`config.mk`:
```
export PLATFORM = sky130hd
export DESIGN_NAME = vc_time_buffer
export DESIGN_NICKNAME = d
export VERILOG_FILES = /design/src/rtl/vc_time_buffer.sv
export SDC_FILE = /design/constraint.sdc
export NUM_CORES = 1
export LEC_CHECK = 0
export BUFFER_PORTS_ARGS = -buffer_cell sky130_fd_sc_hd__buf_4
export CORE_MARGIN = 2
export CORE_UTILIZATION = 30
export DETAILED_ROUTE_END_ITERATION = 8
export PLACE_DENSITY_LB_ADDON = 0.2
export SLEW_MARGIN = 25
export SYNTH_ARGS = -nofsm -noshare
export SYNTH_HDL_FRONTEND = slang
export SYNTH_SLANG_ARGS = --single-unit
```
`constraint.sdc`:
```
create_clock -name clk -period 1.8 [get_ports clk]
set_input_delay 0.09 -clock clk [delete_from_list [all_inputs] [get_ports clk]]
set_output_delay 0.09 -clock clk [all_outputs]
set_load 0.01 [all_outputs]
```
`src/rtl/vc_time_buffer.sv`:
```
// vc_time_buffer: five independent timestamp FIFOs, one per virtual channel.
// Each VC's head timestamp is presented to a downstream oldest-first arbiter,
// and the arbiter's grant comes back as rd_vc to pop that head. An empty VC
// presents the all-ones timestamp, so it never wins against an occupied VC.
// Default widths match the TIME_WIDTH / VC_INDEX_WIDTH values used in the
// router's global.vh.
module vc_time_buffer #(
    parameter int DEPTH          = 4,
    parameter int TIME_WIDTH     = 8,
    parameter int VC_INDEX_WIDTH = 3
) (
    input  logic                      clk,
    input  logic                      rst_n,
    input  logic                      wr_en,
    input  logic [VC_INDEX_WIDTH-1:0] wr_vc,
    input  logic [TIME_WIDTH-1:0]     wr_time,
    input  logic                      rd_en,
    input  logic [VC_INDEX_WIDTH-1:0] rd_vc,
    output logic [TIME_WIDTH-1:0]     time_out_0,
    output logic [TIME_WIDTH-1:0]     time_out_1,
    output logic [TIME_WIDTH-1:0]     time_out_2,
    output logic [TIME_WIDTH-1:0]     time_out_3,
    output logic [TIME_WIDTH-1:0]     time_out_4,
    output logic [4:0]                empty_vec,
    output logic [4:0]                full_vec,
    output logic                      any_valid,
    output logic                      err_ovf,
    output logic                      err_udf
);

    localparam int NUM_VC = 5;
    localparam int PW     = $clog2(DEPTH);
    localparam int CW     = PW + 1;

    // All-ones means "empty"; a real all-ones timestamp is stored one lower.
    localparam logic [TIME_WIDTH-1:0] TIME_EMPTY = '1;
    localparam logic [TIME_WIDTH-1:0] TIME_CLAMP = {{(TIME_WIDTH-1){1'b1}}, 1'b0};
    localparam logic [PW-1:0]         PTR_ONE    = PW'(1);
    localparam logic [CW-1:0]         CNT_ONE    = CW'(1);
    localparam logic [CW-1:0]         CNT_FULL   = CW'(DEPTH);

    logic [TIME_WIDTH-1:0] mem_q    [NUM_VC][DEPTH];
    logic [PW-1:0]         rd_ptr_q [NUM_VC];
    logic [PW-1:0]         rd_ptr_d [NUM_VC];
    logic [PW-1:0]         wr_ptr_q [NUM_VC];
    logic [PW-1:0]         wr_ptr_d [NUM_VC];
    logic [CW-1:0]         count_q  [NUM_VC];
    logic [CW-1:0]         count_d  [NUM_VC];
    logic                  err_ovf_q, err_ovf_d;
    logic                  err_udf_q, err_udf_d;

    logic [NUM_VC-1:0]     wr_hit, rd_hit, wr_ok, rd_ok;
    logic [NUM_VC-1:0]     empty_v, full_v;
    logic [TIME_WIDTH-1:0] wr_data;
    logic [TIME_WIDTH-1:0] head [NUM_VC];

    // Per-VC accept/reject decisions, next pointers/counts, sticky flags and heads.
    always_comb begin
        // NOTE: every signal gets a default before any conditional update, so no latch can be inferred.
        wr_data   = (wr_time == TIME_EMPTY) ? TIME_CLAMP : wr_time;
        err_ovf_d = err_ovf_q;
        err_udf_d = err_udf_q;
        wr_hit    = '0;
        rd_hit    = '0;
        wr_ok     = '0;
        rd_ok     = '0;
        empty_v   = '0;
        full_v    = '0;
        for (int i = 0; i < NUM_VC; i++) begin
            rd_ptr_d[i] = rd_ptr_q[i];
            wr_ptr_d[i] = wr_ptr_q[i];
            count_d[i]  = count_q[i];
            head[i]     = TIME_EMPTY;

            // Out-of-range VC indices never match, so they are silently ignored.
            wr_hit[i]  = wr_en && (wr_vc == VC_INDEX_WIDTH'(i));
            rd_hit[i]  = rd_en && (rd_vc == VC_INDEX_WIDTH'(i));
            empty_v[i] = (count_q[i] == '0);
            full_v[i]  = (count_q[i] == CNT_FULL);

            // A read frees a slot in the same cycle, so a full VC still accepts
            // a same-cycle write; an empty VC never bypasses write to read.
            rd_ok[i] = rd_hit[i] && !empty_v[i];
            wr_ok[i] = wr_hit[i] && (!full_v[i] || rd_ok[i]);

            if (wr_hit[i] && full_v[i] && !rd_ok[i]) err_ovf_d = 1'b1;
            if (rd_hit[i] && empty_v[i])             err_udf_d = 1'b1;

            if (rd_ok[i]) rd_ptr_d[i] = rd_ptr_q[i] + PTR_ONE;
            if (wr_ok[i]) wr_ptr_d[i] = wr_ptr_q[i] + PTR_ONE;

            unique case ({wr_ok[i], rd_ok[i]})
                2'b10:   count_d[i] = count_q[i] + CNT_ONE;
                2'b01:   count_d[i] = count_q[i] - CNT_ONE;
                default: count_d[i] = count_q[i];
            endcase

            if (!empty_v[i]) head[i] = mem_q[i][rd_ptr_q[i]];
        end
    end

    // Pointer, occupancy and error-flag registers; reset flushes every FIFO.
    always_ff @(posedge clk or negedge rst_n) begin
        if (!rst_n) begin
            for (int i = 0; i < NUM_VC; i++) begin
                rd_ptr_q[i] <= '0;
                wr_ptr_q[i] <= '0;
                count_q[i]  <= '0;
            end
            err_ovf_q <= 1'b0;
            err_udf_q <= 1'b0;
        end else begin
            // NOTE: sequential state uses non-blocking assignments so every register samples pre-edge values.
            for (int i = 0; i < NUM_VC; i++) begin
                rd_ptr_q[i] <= rd_ptr_d[i];
                wr_ptr_q[i] <= wr_ptr_d[i];
                count_q[i]  <= count_d[i];
            end
            err_ovf_q <= err_ovf_d;
            err_udf_q <= err_udf_d;
        end
    end

    // Timestamp storage write port.
    // NOTE: storage has no reset; count_q gates every read, so stale contents are never visible.
    always_ff @(posedge clk) begin
        for (int i = 0; i < NUM_VC; i++) begin
            if (wr_ok[i]) mem_q[i][wr_ptr_q[i]] <= wr_data;
        end
    end

    assign time_out_0 = head[0];
    assign time_out_1 = head[1];
    assign time_out_2 = head[2];
    assign time_out_3 = head[3];
    assign time_out_4 = head[4];
    assign empty_vec  = empty_v;
    assign full_vec   = full_v;
    assign any_valid  = ~&empty_v;
    assign err_ovf    = err_ovf_q;
    assign err_udf    = err_udf_q;

endmodule

```
### After elaboration in Yosys (flattened, before gate mapping)

Memories as Yosys holds them, arrays and structs flattened.
Index checks and enable logic that the tools add are counted.

| operators by class | value |
|---|---|
| bitwise gates (word level) | 10 |
| magnitude comparators | 15 |
| equality and inequality tests | 24 |
| reductions and logical operators | 80 |
| mux-type cells | 68 |
| $add $sub $neg | 20 |

Operators by type and width:

| cell | count |
|---|---|
| $mux 32 | 13 |
| $mux 8 | 21 |
| $reduce_or 32->1 | 4 |
| $bmux 8 s2 | 5 |
| $demux 8 s2 | 5 |
| $logic_and 1x1->1 | 40 |
| $ge 3x3->1 const B | 10 |
| $not 2->3 | 10 |
| $pmux 3 s2 | 5 |
| $eq 3x3->1 const B | 7 |
| $logic_not 3->1 | 7 |
| $add 2x1->2 const B | 10 |
| $logic_not 1->1 | 16 |
| $add 3x1->3 const B | 5 |
| $lt 3x1->1 const B | 5 |
| $mux 1 | 15 |
| $sub 3x1->3 const B | 5 |
| $eq 3x2->1 const B | 4 |
| $mux 3 | 4 |
| $eq 2x1->1 const B | 5 |
| $eq 2x2->1 const B | 5 |
| $reduce_bool 2->1 | 5 |
| $reduce_bool 5->1 | 2 |
| $eq 8x8->1 const B | 1 |
| other kinds (3) | 8 |

| storage, ports and cells | value |
|---|---|
| bits in writable memories | 160 |
| output and inout bits | 53 |
| flip-flop bits (word level) | 37 |
| memories | 1 |
| bits of input ports | 18 |
| logic and storage cells | 235 |

Memories:

| memory | depth | bits a word | rd ports | clocked after Yosys merged registers in | wr ports | line | text |
|---|---|---|---|---|---|---|---|
| mem_q | 5 | 32 | 5 | 0 | 1 | 42 | `logic [TIME_WIDTH-1:0] mem_q [NUM_VC][DEPTH];` |

### Depth between registers and ports, before layout

| depth | value |
|---|---|
| depth after elaboration | 12 |
| mapped depth | 10 |

### Worst setup path before layout

Ideal clock, no wire load.

| timing path | value |
|---|---|
| path kind | register to register |
| start point | register count_q[7] (netlist bit) |
| end point | register count_q[8] (netlist bit) |
| buffers on the path | 0 |
| clock period less this slack | 2,184 ps |
| path slack | -384 ps |
| library setup time | 79 ps |
| arrival | 2,104 ps |
| required time | 1,721 ps |
| stages on the path, launching flop included | 11 |
| cells stage by stage | dfrtp_1 -> nor3b_1 -> nor2b_1 -> nor3_2 -> inv_1 -> ha_1 -> inv_1 -> fa_1 -> xor2_1 -> nor2_1 -> xor2_1 |

RTL lines:

| item | line | text |
|---|---|---|
| start: declaration | 47 | `logic [CW-1:0] count_q [NUM_VC];` |
| start signal: indexed assignment | 117 | `count_q[i] <= count_d[i];` |
| $eq 3x3->1 (*) | 79 | `full_v[i] = (count_q[i] == CNT_FULL);` |
| named net full_vec[2] | 25 | `output logic [4:0] full_vec,` |
| $logic_not 1->1 (*) | 84 | `wr_ok[i] = wr_hit[i] && (!full_v[i] \|\| rd_ok[i]);` |
| $logic_or 1x1->1 (*) | 84 |  |
| $logic_and 1x1->1 (*) | 84 |  |
| $eq 2x1->1 / $eq 2x2->1 (equally long branches) | 92 | `unique case ({wr_ok[i], rd_ok[i]})` |
| $pmux 3 s2 / $reduce_bool 2->1 (equally long branches) | n/a |  |

Mark *: on every way through the listed nets, which the timed path passes. The rest lies on a longest branch.
A chain may end at the register's enable or synchronous reset.

### Worst setup path after layout

| timing path | value |
|---|---|
| start point | register count_q[6] (netlist bit) |
| end point | register count_q[8] (netlist bit) |

| between the ends | value |
|---|---|
| cells in the longest elaborated chain, start to end | 7 |

RTL lines:

| item | line | text |
|---|---|---|
| $logic_not 3->1 | 78 | `empty_v[i] = (count_q[i] == '0);` |
| $logic_not 1->1 | n/a |  |
| $logic_and 1x1->1 | 83 | `rd_ok[i] = rd_hit[i] && !empty_v[i];` |
| $logic_or 1x1->1 | 84 |  |
| $logic_and 1x1->1 | 84 |  |
| $eq 2x1->1 / $eq 2x2->1 (equally long branches) | 92 |  |
| $pmux 3 s2 / $reduce_bool 2->1 (equally long branches) | n/a |  |

Several ways; a longest one is shown, not always the timed one.

==> impl_metrics.json <==
{
  "cpMaxStageDelayCell": "dfrtp_1",
  "wl_per_cell_um": 18.1,
  "cp_max_fo": 2,
  "r2r_slack_ns": -0.17,
  "drive_above_1_share": 0.476,
  "tightest_slew_ns": 0.715,
  "worstHoldPathCells": 1,
  "p_int_mw": 12.2,
  "hold_violations": 0,
  "skew_ns": 0.00958,
  "reg2reg_to": "count_q[8]",
  "drv_slew": 0,
  "syn_nets": 569,
  "rr_startpoint": "count_q[6]",
  "global_route.overflow_total": 0,
  "fillers": 2639,
  "cts_tree": "done",
  "crit_top_cell": "xor2_1",
  "grt_setup_unrepaired": "yes",
  "clk_latency_ns": 0.43,
  "power.share.sequential": 0.344,
  "avgSynthCellArea_um2": 16.5,
  "critPathCaptureType": "register",
  "final_util": 0.407,
  "setup_viol": 43,
  "clk_path_buf_depth": 2,
  "setup_ws_ns": -0.173,
  "hold_end": "mem_q[0][68]",
  "synth_cell_types": 47,
  "timing.slew.headroom": 0.516,
  "finalCriticalPeriod_ns": 1.97,
  "peakVddDrop_mv": 0.626,
  "drt_iter0_drc": 376,
  "netlist.area_leader.share": 0.556,
  "path_class": "reg -> reg",
  "antenna_found_initial": 0,
  "cts_root_buf": "clkbuf_16",
  "hp-class": "in -> reg",
  "ant_nets": 0,
  "p_sw_mw": 5.40,
  "viasPerCell": 4.63,
  "vias": 5011,
  "synth_area_leaders": "edfxtp_1, dfrtp_1, mux4_2, ha_1, or2_2",
  "layout.cells.non_filler": 1083,
  "cp.arrival_ns": 2.32,
  "multi_input_area_um2": 3010,
  "cts_sinks": 197,
  "synth_top_area_cell": "edfxtp_1",
  "dieArea_um2": 30200,
  "cts_made_buffers": 17,
  "ys_seq_area_frac": 0.663,
  "grt_pass1_wl_mm": 31.0,
  "required_ns": 2.14,
  "grt_usage": 0.135,
  "min_period_over_period": 1.10,
  "pwr_density_cell_nw_per_um2": 1510,
  "cp_cell_sequence": "nor3b_2 -> nor2b_4 -> nor3_4 -> inv_1 -> ha_2 -> inv_2 -> fa_2 -> xor2_1 -> nor2_1 -> xor2_1",
  "synth_edf_count": 160,
  "reg2reg_depth": 10,
  "power_frac_comb": 0.440,
  "violations": "negative setup slack",
  "htreeDepth": 4,
  "dp_cells": 1023,
  "syn_to_final_growth_pct": 34.5,
  "synth-main-ff-cell": "edfxtp_1",
  "grt_pass1_vias": 5428,
  "core_area_um2": 28500,
  "fin_nets": 730,
  "p_leak_nw": 4.22,
  "io_pins": 71,
  "syn_area_um2": 8650,
  "worstSetupStartpointType": "register",
  "status": "finished, violations left",
  "start_util": 0.303,
  "pwr-share-clk": 0.216,
  "synth_seq_cells": 197,
  "die_y_um": 174,
  "num_rows": 62,
  "max_freq_mhz": 507,
  "dp_hpwl_mm": 13.1,
  "clkTransAtPathRegs_ns": 0.07,
  "yosys_warnings": 0,
  "maxCapViolations": 0,
  "holdCritStartpoint": "wr_time[4]",
  "wl_mm": 19.6,
  "cpPeakStageDelay_ns": 0.39,
  "async_flop_share": 0.188,
  "die_w_um": 174,
  "switching_share": 0.307,
  "drt_first_pass_iters": 5,
  "diodes": 0,
  "place_congestion": 0.767,
  "syn_inst": 525,
  "numPortBuffers": 70,
  "seq_area_um2": 5730,
  "post-route-drc-count": 0,
  "grt_max_degree": 38
}
[worst max-delay path, delay by kind of cell, from the launching register on]
| kind | cells | cell delay (ns) |
|---|---|---|
| XOR/XNOR | 2 | 0.31 |
| adder cells (fa/ha/maj) | 2 | 0.50 |
| flip-flops | 1 | 0.39 |
| AND/OR/NAND/NOR | 4 | 0.57 |
| buffers and inverters | 2 | 0.11 |
[cells in the final DEF, fill, tap and decap left out, types with 3 or more instances in the layout]
cell type,count
and2_2,3
inv_6,4
fa_2,4
and2_1,13
nand3_1,14
clkbuf_16,17
buf_12,20
nand2_1,11
xnor2_1,20
nand4bb_1,4
nor2_1,7
nor2_2,3
o211ai_1,10
a21oi_1,6
a21oi_2,6
dfrtp_2,3
buf_4,95
edfxtp_1,160
o21ai_0,6
a32oi_1,3
a22oi_1,6
buf_6,52
and2_4,7
dfrtp_1,34
nor3_4,6
inv_1,21
mux2_2,3
mux4_2,40
xor2_1,8
ha_1,20
or2_4,40
inv_8,3
[cell usage after synthesis, types with 2 or more instances]
library cell,n
a22oi_1,6
and4b_1,2
nand4b_1,2
xor2_1,8
mux2_2,3
ha_1,21
nand4_1,2
nor2b_1,2
nand3_1,15
nor3_2,2
nor2_1,10
nor3_1,5
and2_1,23
nor4bb_1,2
clkbuf_1,17
a21oi_1,12
buf_2,9
or2_2,40
a32oi_1,3
mux4_2,40
dfrtp_1,37
edfxtp_1,160
o21ai_0,7
xnor2_1,20
fa_1,5
nor3b_1,3
or3_1,4
nand2_1,11
o211ai_1,10
inv_1,23
nand4bb_1,4
and4bb_2,2
[metal layers]
| metal | routed length [um] | track usage | vias to the layer above |
|---|---|---|---|
| met4 | 172 | 0.0357 | 0 |
| met3 | 705 | 0.0246 | 8 |
| met1 | 8840 | 0.182 | 2605 |
| li1 | - | - | 2304 |
| met2 | 9840 | 0.225 | 94 |
| met5 | 0 | 0 | - |
[sequential cells by signal, indices dropped and copies added (netlist names)]
signal and cells:
mem_q 160, rd_ptr_q 10, wr_ptr_q 10, count_q 15
err_udf 1, err_ovf 1
[power groups by stage]
stage               Combinational, mW  Sequential (mW)  Clock (mW)
floorplan                        3.45             5.85           0
global placement                 5.88             6.07           0
detailed placement               6.04             6.11           0
CTS                              7.43             6.03        3.90
global route                     8.36             6.12        4.08
finish                           7.73             6.03        3.79
[cell families after synthesis]
family | share of synthesized area
simple gates | 0.100
xor+xnor | 0.0284
flops | 0.663
fa+ha+maj | 0.0420
mux | 0.109
buf+inv | 0.0230
compound gates | 0.0344
[final cells by class]
| class | count | share of cell area |
|---|---|---|
| inverter | 23 | 0.00742 |
| tap | 384 | 0.0413 |
| clock buffer | 17 | 0.0366 |
| sequential | 197 | 0.493 |
| multi-input combinational | 278 | 0.259 |
| clock inverter | 15 | 0.0142 |
| timing repair buffer | 169 | 0.148 |
[stage by stage]
stage | TNS, ns | power (mW) | worst slack (ns) | instance area (um2) | hold WS, ns
global placement | -2.24 | 11.9 | -0.0909 | 10300 | 0.0994
CTS | -6.29 | 17.4 | -0.211 | 11400 | 0.0476
floorplan | -0.426 | 9.30 | -0.222 | 8710 | -0.206
global route | -9.36 | 18.6 | -0.265 | 11600 | 0.0528
finish | -4.71 | 17.6 | -0.173 | 11600 | 0.0624
detailed placement | -3.58 | 12.2 | -0.189 | 10300 | 0.119
[worst max path at each step]
| stage | from | endpoint | slack [ns] |
|---|---|---|---|
| after floorplan | count_q[6] | count_q[8] | -0.22 |
| after global placement | count_q[6] | count_q[8] | -0.09 |
| after detailed placement | count_q[6] | count_q[8] | -0.19 |
| after CTS | rd_ptr_q[4] | time_out_2[4] | -0.21 |
| after global routing | count_q[6] | count_q[8] | -0.26 |
| final | count_q[6] | count_q[8] | -0.17 |
[timing repair]
| action | CTS | global route |
|---|---|---|
| buffers inserted | 15 | 13 |
| pin swaps | 14 | 18 |
| setup endpoints to repair | 80 | 112 |
| hold buffers | 1 | 0 |
| hold endpoints to repair | 37 | 0 |
| resized for setup | 96 | 38 |
(Power assumes the default switching activity.)
